<file path="config.mk">
export PLATFORM = sky130hd
export DESIGN_NAME = tft_lcd_timing_ctrl_flat
export DESIGN_NICKNAME = d
export VERILOG_FILES = /design/src/rtl/tft_lcd_timing_ctrl_if.sv /design/src/rtl/tft_lcd_timing_ctrl.sv /design/src/flat_wrapper.sv
export SDC_FILE = /design/constraint.sdc
export NUM_CORES = 1
export LEC_CHECK = 0
export BUFFER_PORTS_ARGS = -buffer_cell sky130_fd_sc_hd__buf_4
export CORE_UTILIZATION = 45
export DETAILED_ROUTE_END_ITERATION = 8
export PLACE_DENSITY_LB_ADDON = 0.05
export SYNTH_ARGS = -nofsm -noshare
export SYNTH_HDL_FRONTEND = slang
export SYNTH_SLANG_ARGS = --single-unit
</file>
<file path="constraint.sdc">
create_clock -name CLK -period 4.2 [get_ports CLK]
set_input_delay 0.42 -clock CLK [delete_from_list [all_inputs] [get_ports CLK]]
set_output_delay 0.42 -clock CLK [all_outputs]
set_load 0.05 [all_outputs]
</file>
<file path="src/rtl/tft_lcd_timing_ctrl_if.sv">
// rtl/tft_lcd_timing_ctrl_if.sv - valid/ready pixel stream between frame fetcher and TFT timing controller
interface tft_lcd_timing_ctrl_if;
  logic        PIX_VALID;
  logic [23:0] PIX_DATA;
  logic        PIX_READY;

  modport master (
    output PIX_VALID,
    output PIX_DATA,
    input  PIX_READY
  );

  modport slave (
    input  PIX_VALID,
    input  PIX_DATA,
    output PIX_READY
  );
endinterface

</file>
<file path="src/rtl/tft_lcd_timing_ctrl.sv">
// rtl/tft_lcd_timing_ctrl.sv - parallel RGB TFT timing generator with panel power sequencing
// Optional colour-bar test pattern is built when TFT_TEST_PATTERN_EN is defined.
module tft_lcd_timing_ctrl #(
  parameter int C_PCLK_DIV = 4,
  parameter int C_H_ACTIVE = 480,
  parameter int C_H_FRONT  = 2,
  parameter int C_H_SYNC   = 41,
  parameter int C_H_BACK   = 2,
  parameter int C_V_ACTIVE = 272,
  parameter int C_V_FRONT  = 2,
  parameter int C_V_SYNC   = 10,
  parameter int C_V_BACK   = 2
) (
  input  logic                 CLK,
  input  logic                 nRST,
  input  logic                 EN,
  tft_lcd_timing_ctrl_if.slave pix,
  output logic                 FRAME_START,
  output logic                 UNDERRUN,
  input  logic                 UNDERRUN_CLR,
`ifdef TFT_TEST_PATTERN_EN
  input  logic                 TEST_MODE,
`endif
  output logic                 TFT_PCLK,
  output logic                 TFT_DISP,
  output logic                 TFT_HSYNC,
  output logic                 TFT_VSYNC,
  output logic                 TFT_DE,
  output logic [23:0]          TFT_RGB
);

  localparam int H_TOTAL = C_H_ACTIVE + C_H_FRONT + C_H_SYNC + C_H_BACK;
  localparam int V_TOTAL = C_V_ACTIVE + C_V_FRONT + C_V_SYNC + C_V_BACK;
  localparam int DW      = $clog2(C_PCLK_DIV);
  localparam int HW      = $clog2(H_TOTAL);
  localparam int VW      = $clog2(V_TOTAL);

  localparam logic [DW-1:0] DIV_LAST   = DW'(C_PCLK_DIV - 1);
  localparam logic [DW-1:0] DIV_HALF   = DW'(C_PCLK_DIV / 2);
  localparam logic [HW-1:0] H_ACT_END  = HW'(C_H_ACTIVE);
  localparam logic [HW-1:0] H_SYNC_BEG = HW'(C_H_ACTIVE + C_H_FRONT);
  localparam logic [HW-1:0] H_SYNC_END = HW'(C_H_ACTIVE + C_H_FRONT + C_H_SYNC);
  localparam logic [HW-1:0] H_LAST     = HW'(H_TOTAL - 1);
  localparam logic [VW-1:0] V_ACT_END  = VW'(C_V_ACTIVE);
  localparam logic [VW-1:0] V_SYNC_BEG = VW'(C_V_ACTIVE + C_V_FRONT);
  localparam logic [VW-1:0] V_SYNC_END = VW'(C_V_ACTIVE + C_V_FRONT + C_V_SYNC);
  localparam logic [VW-1:0] V_LAST     = VW'(V_TOTAL - 1);

  typedef enum logic [2:0] {
    ST_OFF,
    ST_WAKE,
    ST_RUN,
    ST_DRAIN,
    ST_SLEEP
  } state_t;

  state_t        state;
  state_t        state_nxt;
  logic [DW-1:0] div;
  logic [DW-1:0] div_nxt;
  logic [HW-1:0] hcnt;
  logic [VW-1:0] vcnt;

  logic          tick;
  logic          h_last;
  logic          v_last;
  logic          frame_wrap;
  logic          pos_active;
  logic          h_sync;
  logic          v_sync;
  logic          streaming;
  logic          pattern_on;
  logic          underrun_set;
  logic [23:0]   bar_rgb;
  logic [23:0]   rgb_nxt;

  // hcnt/vcnt always name the position that the next tick will put on the pins
  always_comb begin
    div_nxt    = (div == DIV_LAST) ? '0 : div + 1'b1;
    tick       = (div == DIV_LAST);
    h_last     = (hcnt == H_LAST);
    v_last     = (vcnt == V_LAST);
    frame_wrap = tick && h_last && v_last;
    pos_active = (hcnt < H_ACT_END) && (vcnt < V_ACT_END);
    h_sync     = (state != ST_OFF) && (hcnt >= H_SYNC_BEG) && (hcnt < H_SYNC_END);
    v_sync     = (state != ST_OFF) && (vcnt >= V_SYNC_BEG) && (vcnt < V_SYNC_END);
    streaming  = (state == ST_RUN) || (state == ST_DRAIN);
  end

`ifdef TFT_TEST_PATTERN_EN
  logic       pattern_mode;
  logic [2:0] bar_idx;

  always_comb begin
    bar_idx = 3'((32'(hcnt) * 8) / C_H_ACTIVE);
    case (bar_idx)
      3'd0:    bar_rgb = 24'hFFFFFF;
      3'd1:    bar_rgb = 24'hFFFF00;
      3'd2:    bar_rgb = 24'h00FFFF;
      3'd3:    bar_rgb = 24'h00FF00;
      3'd4:    bar_rgb = 24'hFF00FF;
      3'd5:    bar_rgb = 24'hFF0000;
      3'd6:    bar_rgb = 24'h0000FF;
      default: bar_rgb = 24'h000000;
    endcase
  end

  // TEST_MODE only takes effect at a frame boundary so a frame is never mixed
  always_ff @(posedge CLK or negedge nRST) begin
    if (!nRST) begin
      pattern_mode <= 1'b0;
    end else if (frame_wrap && (state_nxt == ST_RUN)) begin
      pattern_mode <= TEST_MODE;
    end
  end

  assign pattern_on = pattern_mode && streaming;
`else
  assign pattern_on = 1'b0;
  assign bar_rgb    = '0;
`endif

  assign pix.PIX_READY = tick && streaming && pos_active && !pattern_on;
  assign underrun_set  = tick && streaming && pos_active && !pattern_on && !pix.PIX_VALID;

  always_comb begin
    rgb_nxt = '0;
    if (streaming && pos_active) begin
      if (pattern_on) begin
        rgb_nxt = bar_rgb;
      end else if (pix.PIX_VALID) begin
        rgb_nxt = pix.PIX_DATA;
      end
    end
  end

  // RUN leaves only through DRAIN or a frame boundary, so an active frame is never cut short
  always_comb begin
    state_nxt = state;
    case (state)
      ST_OFF:   if (EN) state_nxt = ST_WAKE;
      ST_WAKE:  if (frame_wrap) state_nxt = EN ? ST_RUN : ST_OFF;
      ST_RUN:   if (!EN) state_nxt = frame_wrap ? ST_SLEEP : ST_DRAIN;
      ST_DRAIN: if (frame_wrap) state_nxt = ST_SLEEP;
      ST_SLEEP: if (frame_wrap) state_nxt = ST_OFF;
      default:  state_nxt = ST_OFF;
    endcase
  end

  always_ff @(posedge CLK or negedge nRST) begin
    if (!nRST) begin
      state    <= ST_OFF;
      div      <= '0;
      TFT_PCLK <= 1'b0;
      TFT_DISP <= 1'b0;
      hcnt     <= '0;
      vcnt     <= '0;
    end else begin
      state    <= state_nxt;
      div      <= div_nxt;
      TFT_PCLK <= (div_nxt < DIV_HALF);
      TFT_DISP <= (state_nxt != ST_OFF);
      if (state == ST_OFF) begin
        hcnt <= '0;
        vcnt <= '0;
      end else if (tick) begin
        if (h_last) begin
          hcnt <= '0;
          vcnt <= v_last ? '0 : vcnt + 1'b1;
        end else begin
          hcnt <= hcnt + 1'b1;
        end
      end
    end
  end

  always_ff @(posedge CLK or negedge nRST) begin
    if (!nRST) begin
      TFT_HSYNC   <= 1'b1;
      TFT_VSYNC   <= 1'b1;
      TFT_DE      <= 1'b0;
      TFT_RGB     <= '0;
      FRAME_START <= 1'b0;
      UNDERRUN    <= 1'b0;
    end else begin
      FRAME_START <= frame_wrap && (state_nxt == ST_RUN);
      if (UNDERRUN_CLR) begin
        UNDERRUN <= 1'b0;
      end else if (underrun_set) begin
        UNDERRUN <= 1'b1;
      end
      if (tick) begin
        TFT_HSYNC <= !h_sync;
        TFT_VSYNC <= !v_sync;
        TFT_DE    <= streaming && pos_active;
        TFT_RGB   <= rgb_nxt;
      end
    end
  end

endmodule
</file>
<file path="src/flat_wrapper.sv">
// flat-port wrapper written by rule: the top's interface ports become plain ports
module tft_lcd_timing_ctrl_flat 
#(
  parameter int C_PCLK_DIV = 4,
  parameter int C_H_ACTIVE = 480,
  parameter int C_H_FRONT  = 2,
  parameter int C_H_SYNC   = 41,
  parameter int C_H_BACK   = 2,
  parameter int C_V_ACTIVE = 272,
  parameter int C_V_FRONT  = 2,
  parameter int C_V_SYNC   = 10,
  parameter int C_V_BACK   = 2
)
  (CLK, nRST, EN, FRAME_START, UNDERRUN, UNDERRUN_CLR, TFT_PCLK, TFT_DISP, TFT_HSYNC, TFT_VSYNC, TFT_DE, TFT_RGB, pix_PIX_VALID, pix_PIX_DATA, pix_PIX_READY);
  tft_lcd_timing_ctrl_if pix_i ();
  input  logic CLK;
  input  logic nRST;
  input  logic EN;
  output logic FRAME_START;
  output logic UNDERRUN;
  input  logic UNDERRUN_CLR;
  output logic TFT_PCLK;
  output logic TFT_DISP;
  output logic TFT_HSYNC;
  output logic TFT_VSYNC;
  output logic TFT_DE;
  output logic [23:0] TFT_RGB;
  input wire logic [$bits(pix_i.PIX_VALID)-1:0] pix_PIX_VALID;
  input wire logic [$bits(pix_i.PIX_DATA)-1:0] pix_PIX_DATA;
  output wire logic [$bits(pix_i.PIX_READY)-1:0] pix_PIX_READY;
  assign pix_i.PIX_VALID = pix_PIX_VALID;
  assign pix_i.PIX_DATA = pix_PIX_DATA;
  assign pix_PIX_READY = pix_i.PIX_READY;
  tft_lcd_timing_ctrl #(.C_PCLK_DIV(C_PCLK_DIV), .C_H_ACTIVE(C_H_ACTIVE), .C_H_FRONT(C_H_FRONT), .C_H_SYNC(C_H_SYNC), .C_H_BACK(C_H_BACK), .C_V_ACTIVE(C_V_ACTIVE), .C_V_FRONT(C_V_FRONT), .C_V_SYNC(C_V_SYNC), .C_V_BACK(C_V_BACK)) u_core (.CLK(CLK), .nRST(nRST), .EN(EN), .pix(pix_i), .FRAME_START(FRAME_START), .UNDERRUN(UNDERRUN), .UNDERRUN_CLR(UNDERRUN_CLR), .TFT_PCLK(TFT_PCLK), .TFT_DISP(TFT_DISP), .TFT_HSYNC(TFT_HSYNC), .TFT_VSYNC(TFT_VSYNC), .TFT_DE(TFT_DE), .TFT_RGB(TFT_RGB));
endmodule
</file>
* After elaboration in Yosys (flattened, before gate mapping)
Index checks and enable logic that the tools add are counted.
** Storage, ports and cells
- Register bits :: 55
- Input bits :: 29
- Word-level logic and storage cells :: 73
** Cells by class
- Add/subtract/negate cells :: 3
- Magnitude comparators :: 7
- Equality and inequality tests :: 8
- Multiplexer cells :: 20
- Reduce and logical (&&, ||, !) cells :: 23
** Operators with widths (count)
- two-way mux 24 bit :: 2
- two-way mux 9 bit :: 4
- two-way mux 10 bit :: 3
- < comparator 9 bit (second input constant) :: 2
- two-way mux 3 bit :: 6
- one-hot mux 3 bit (5 select lines) :: 1
- logical AND 1 bit :: 12
- adder 10 x 1 -> 10 bit (second input constant) :: 1
- equality test 10 bit (second input constant) :: 1
- >= comparator 10 x 9 -> 1 bit (second input constant) :: 1
- < comparator 10 bit (second input constant) :: 1
- < comparator 10 x 9 -> 1 bit (second input constant) :: 1
- adder 9 x 1 -> 9 bit (second input constant) :: 1
- equality test 3 x 2 -> 1 bit (second input constant) :: 3
- equality test 9 bit (second input constant) :: 1
- >= comparator 9 bit (second input constant) :: 1
- nonzero test 2 bit :: 3
- nonzero test 3 bit :: 2
- two-way mux 2 bit :: 2
- equality test 3 x 1 -> 1 bit (second input constant) :: 1
- equality test 3 bit (second input constant) :: 1
- logical NOT 1 bit :: 3
- logical NOT 3 bit :: 1
- adder 2 x 1 -> 2 bit (second input constant) :: 1
- 5 further kinds :: 6

* Longest topological paths before layout
- Depth in word-level cells :: 8
- Gate-level depth with buffers :: 7
- Depth with buffers taken out :: 6

* Worst setup path before layout
No wires, ideal clock.
- Kind :: reg2reg
- Start point :: register u_core.hcnt[6]
- End point :: register u_core.vcnt[4]
- Data arrival time :: 2.120 ns
- Path slack :: 2.003 ns
- Stages on the path, launching flop included :: 6
- Cells stage by stage :: dfrtp_1 or4_4 or4_1 buf_2 or4_1 o21ai_1
** Between the ends
- Longest elaborated chain between the ends :: 3
** Ends and longest elaborated chain
- start, declared :: line tft_lcd_timing_ctrl.sv:61 : logic [HW-1:0] hcnt;
- start signal, assigned :: line tft_lcd_timing_ctrl.sv:171 : hcnt <= hcnt + 1'b1;
- equality test 10 bit :: line tft_lcd_timing_ctrl.sv:81 : h_last = (hcnt == H_LAST);
- nonzero test 2 bit (no line)
- AND reduction 2 bit (no line)
- end signal, assigned :: line tft_lcd_timing_ctrl.sv:169 : vcnt <= v_last ? '0 : vcnt + 1'b1;
- end, declared :: line tft_lcd_timing_ctrl.sv:62 : logic [VW-1:0] vcnt;
No other way between the ends.
A chain may end at the register's enable or synchronous reset.

* Worst setup path after layout
- Start point :: register u_core.div[0]
- End point :: register u_core.vcnt[4]
** Between the ends
- Longest elaborated chain between the ends :: 3
** Ends and longest elaborated chain
- start, declared :: line tft_lcd_timing_ctrl.sv:59 : logic [DW-1:0] div;
- start signal, assigned :: line tft_lcd_timing_ctrl.sv:160 : div <= div_nxt;
- equality test 2 bit :: line tft_lcd_timing_ctrl.sv:80 : tick = (div == DIV_LAST);
- nonzero test 2 bit (no line)
- AND reduction 2 bit (no line)
No other way between the ends.

==> impl_metrics.env <==
export IMPL_outcome="completed"
export IMPL_layout_worst_path_cycle_share_pct=60.12
export IMPL_route_detailed_drc=0
export IMPL_cts_tree="yes"
export IMPL_number_of_cts_inserted_buffers=5
export IMPL_rsz_0062_raised_after_global_routing="no"
export IMPL_fp_dieArea_um2=5886
export IMPL_maximum_number_of_pins_on_one_net_before_global_route_repair=56
export IMPL_numPortBuffers=60
export IMPL_critPathArrivalTime_ps=2760
export IMPL_antenna_violations_before_repair=0
export IMPL_timing_fmax_mhz=396.0
export IMPL_min_delay_path_class="input port to asynchronous set/reset pin"
export IMPL_yosysMostFrequentCell="sky130_fd_sc_hd__dfrtp_1"
export IMPL_via_count=1944
export IMPL_yosys_warnings=0
export IMPL_async_flop_share_pct=100.0
export IMPL_synth_edff_count=0
export IMPL_synth_largest_area_cell="sky130_fd_sc_hd__dfrtp_1"
export IMPL_n_antenna_cell=0
export IMPL_pin_count=61
export IMPL_cts_sinks=55
export IMPL_fillCellCount=426
export IMPL_drt_initial_drc_count=163
export IMPL_vias_per_cell=5.507
export IMPL_mappedNetlistNets=263
export IMPL_power_density_nw_per_um2=368.7
export IMPL_synth_cells_most_frequent="53 x sky130_fd_sc_hd__dfrtp_1, 26 x sky130_fd_sc_hd__a22o_1, 19 x sky130_fd_sc_hd__nor2_1"
export IMPL_post_cts_resized=0
export IMPL_startpoint_type_of_the_worst_setup_path="register"
export IMPL_leakage_nw=1.438
export IMPL_postSynthRegisterBits=55
export IMPL_worst_setup_hold_path_clk_slew_ps=100
export IMPL_met1_wire_length_um=2549
export IMPL_met2RoutedLength_um=2576
export IMPL_root_buffer="sky130_fd_sc_hd__clkbuf_8"
export IMPL_cts_path_max_buffers=2
export IMPL_reg2reg_setup_slack_ps=1670
export IMPL_postSynthAreaPerCell_um2=10.97
export IMPL_first_pass_grt_wire_length_um=9177
export IMPL_pre_cts_ws_ps=1728
export IMPL_worst_path_max_fanout=31
export IMPL_die_height_um=76.72
export IMPL_netlist_cell_type_count=48
export IMPL_headroom_to_the_max_slew_limit_pct=34.23
export IMPL_finalSetupTns_ps=0
export IMPL_finalHoldViolations=0
export IMPL_synth_area_um2=2512
export IMPL_clock_skew_final_ps=3.026
export IMPL_floorplan_core_area_um2=5238
export IMPL_gp_routability_congestion=0.7781
export IMPL_firstDrtPassIters=4
export IMPL_route_final_wire_length_um=5418
export IMPL_post_cts_setup_buffers=0
export IMPL_timing_critical_path_required_ps=4430
export IMPL_cp_end_kind="register"
export IMPL_grt_total_usage_pct=19.53
export IMPL_layout_area_overhead_vs_synth_pct=24.65
export IMPL_ant_nets=0
export IMPL_num_nets_final=316
export IMPL_synthCells=229
export IMPL_floorplan_die_width_um=76.72
export IMPL_initial_utilization_pct=47.97
export IMPL_rows=26
export IMPL_cap_violations=0
export IMPL_worst_skew_pair_late_latency_ps=300
export IMPL_wl_met3_um=250
export IMPL_synth_top_cells_by_area="sky130_fd_sc_hd__dfrtp_1 53%, sky130_fd_sc_hd__a22o_1 9.1%, sky130_fd_sc_hd__nor2_1 2.8%, sky130_fd_sc_hd__ha_1 2.5%, sky130_fd_sc_hd__dfstp_2 2.1%"
export IMPL_post_route_cells_drive_above_1_share_pct=27.92
export IMPL_final_max_slew_violation_count=0
export IMPL_minimum_setup_slack_in_the_final_design_ps=1675
export IMPL_detailedPlacementHpwl_um=3750
export IMPL_timing_final_setup_violations=0
export IMPL_grt_pass1_vias=1811
export IMPL_ir_drop_v=0.0002211
export IMPL_final_min_clock_period_ps=2525
export IMPL_wl_per_instance_um=15.35
export IMPL_top_routing_layer_in_use="met4"
export IMPL_yosysSeqAreaShare_pct=54.88
export IMPL_worst_setup_path_category="register to register"
export IMPL_global_route_overflow_total=0
export IMPL_top_area_cell_type_share_of_the_netlist_area_pct=52.79
export IMPL_worst_slew_pin_transition_ps=979.0
export IMPL_htreeDepth=2
export IMPL_postSynth_topFlopCell="sky130_fd_sc_hd__dfrtp_1"
export IMPL_cts_hold_buf=0
[state kept, by name (all words and copies together), names as in the netlist]
signal              flops
u_core.hcnt            10
u_core.div              2
u_core.TFT_PCLK         1
u_core.TFT_DISP         1
u_core.TFT_RGB         24
u_core.FRAME_START      1
u_core.vcnt             9
u_core.TFT_DE           1
u_core.TFT_HSYNC        1
u_core.state            3
u_core.TFT_VSYNC        1
u_core.UNDERRUN         1
[worst paths after layout]
check / to / depth (start not counted) / start
setup / recovery: u_core.vcnt[4]$_DFFE_PN0P_ / 6 / u_core.div[0]$_DFF_PN0_
hold / removal: u_core.div[0]$_DFF_PN0_ / 1 / nRST
setup reg to reg: u_core.vcnt[4]$_DFFE_PN0P_ / 6 / u_core.div[0]$_DFF_PN0_
hold reg to reg: u_core.div[0]$_DFF_PN0_ / 1 / u_core.div[0]$_DFF_PN0_
max in group asynchronous: u_core.TFT_RGB[14]$_DFFE_PN0N_ / 1 / nRST
min in group CLK: u_core.UNDERRUN$_DFFE_PN0P_ / 2 / UNDERRUN_CLR
[placed cells by master (no fill, tap or decap), types with 2 or more instances in the layout]
cell	count
sky130_fd_sc_hd__or2_2	2
sky130_fd_sc_hd__xor2_1	6
sky130_fd_sc_hd__a22o_1	26
sky130_fd_sc_hd__or4_1	2
sky130_fd_sc_hd__nand2_1	7
sky130_fd_sc_hd__nor4_1	2
sky130_fd_sc_hd__ha_1	5
sky130_fd_sc_hd__nor2b_1	5
sky130_fd_sc_hd__dfstp_2	2
sky130_fd_sc_hd__o21ai_0	8
sky130_fd_sc_hd__a21oi_1	3
sky130_fd_sc_hd__a32o_1	2
sky130_fd_sc_hd__nand2b_1	6
sky130_fd_sc_hd__o32ai_1	2
sky130_fd_sc_hd__nand3_1	6
sky130_fd_sc_hd__nor3_1	6
sky130_fd_sc_hd__clkbuf_8	6
sky130_fd_sc_hd__nand4_1	5
sky130_fd_sc_hd__buf_4	62
sky130_fd_sc_hd__xnor2_1	4
sky130_fd_sc_hd__and4_1	3
sky130_fd_sc_hd__dfrtp_1	53
sky130_fd_sc_hd__o22ai_1	3
sky130_fd_sc_hd__and2_1	4
sky130_fd_sc_hd__nor2_1	19
sky130_fd_sc_hd__o211ai_1	3
sky130_fd_sc_hd__a2111oi_0	2
sky130_fd_sc_hd__inv_1	7
[critical path, stage by stage (launching register included)]
cell and delay (ps):
sky130_fd_sc_hd__dfrtp_1 370, sky130_fd_sc_hd__ha_1 450, sky130_fd_sc_hd__inv_1 80, sky130_fd_sc_hd__buf_4 250, sky130_fd_sc_hd__or4_1 690, sky130_fd_sc_hd__or4_1 540
sky130_fd_sc_hd__o21ai_1 90
[cell families after synthesis]
logic type               count (synthesis)  synth area share, %
AND/OR/NAND/NOR                         72                15.59
AO/OA/AOI/OAI                           62                19.17
flip-flops                              55                54.88
buffers and inverters                   23                3.536
XOR/XNOR                                10                3.486
adder cells (fa/ha/maj)                  5                2.490
multiplexers                             2               0.8466
[stage by stage]
step	hold slack, ps	utilization (%)	total power [mW]	std cells	area (µm²)
after floorplan	124.4	-	0.7209	229	2512
after global placement	411.8	57.48	0.7936	345	3010
after detailed placement	432.0	57.48	0.7950	345	3010
after CTS	174.1	59.79	1.164	353	3132
after global routing	205.9	59.79	1.211	353	3132
final	146.4	59.79	1.155	353	3132
[routing by layer]
metal,vias to the layer above,track usage [%]
met5,-,0
met4,0,4.038
met3,4,3.571
met2,52,30.36
met1,941,28.53
li1,947,-
[final cells by class]
class | count | area [µm²] | share of cell area, %
well taps | 70 | 87.58 | 2.797
inverters | 7 | 26.28 | 0.8390
clock buffers | 6 | 82.58 | 2.637
multi-input cells | 151 | 1052 | 33.60
clock inverters | 2 | 38.79 | 1.239
repair buffers | 62 | 465.4 | 14.86
flip-flops and latches | 55 | 1379 | 44.03
[report_power, final]
group / switching, mW / total, mW / internal [mW]
clock: 0.176 / 0.372 / 0.196
combinational: 0.0994 / 0.174 / 0.0748
sequential: 0.0454 / 0.608 / 0.563
No activity file was read; power rests on OpenSTA's default activity.
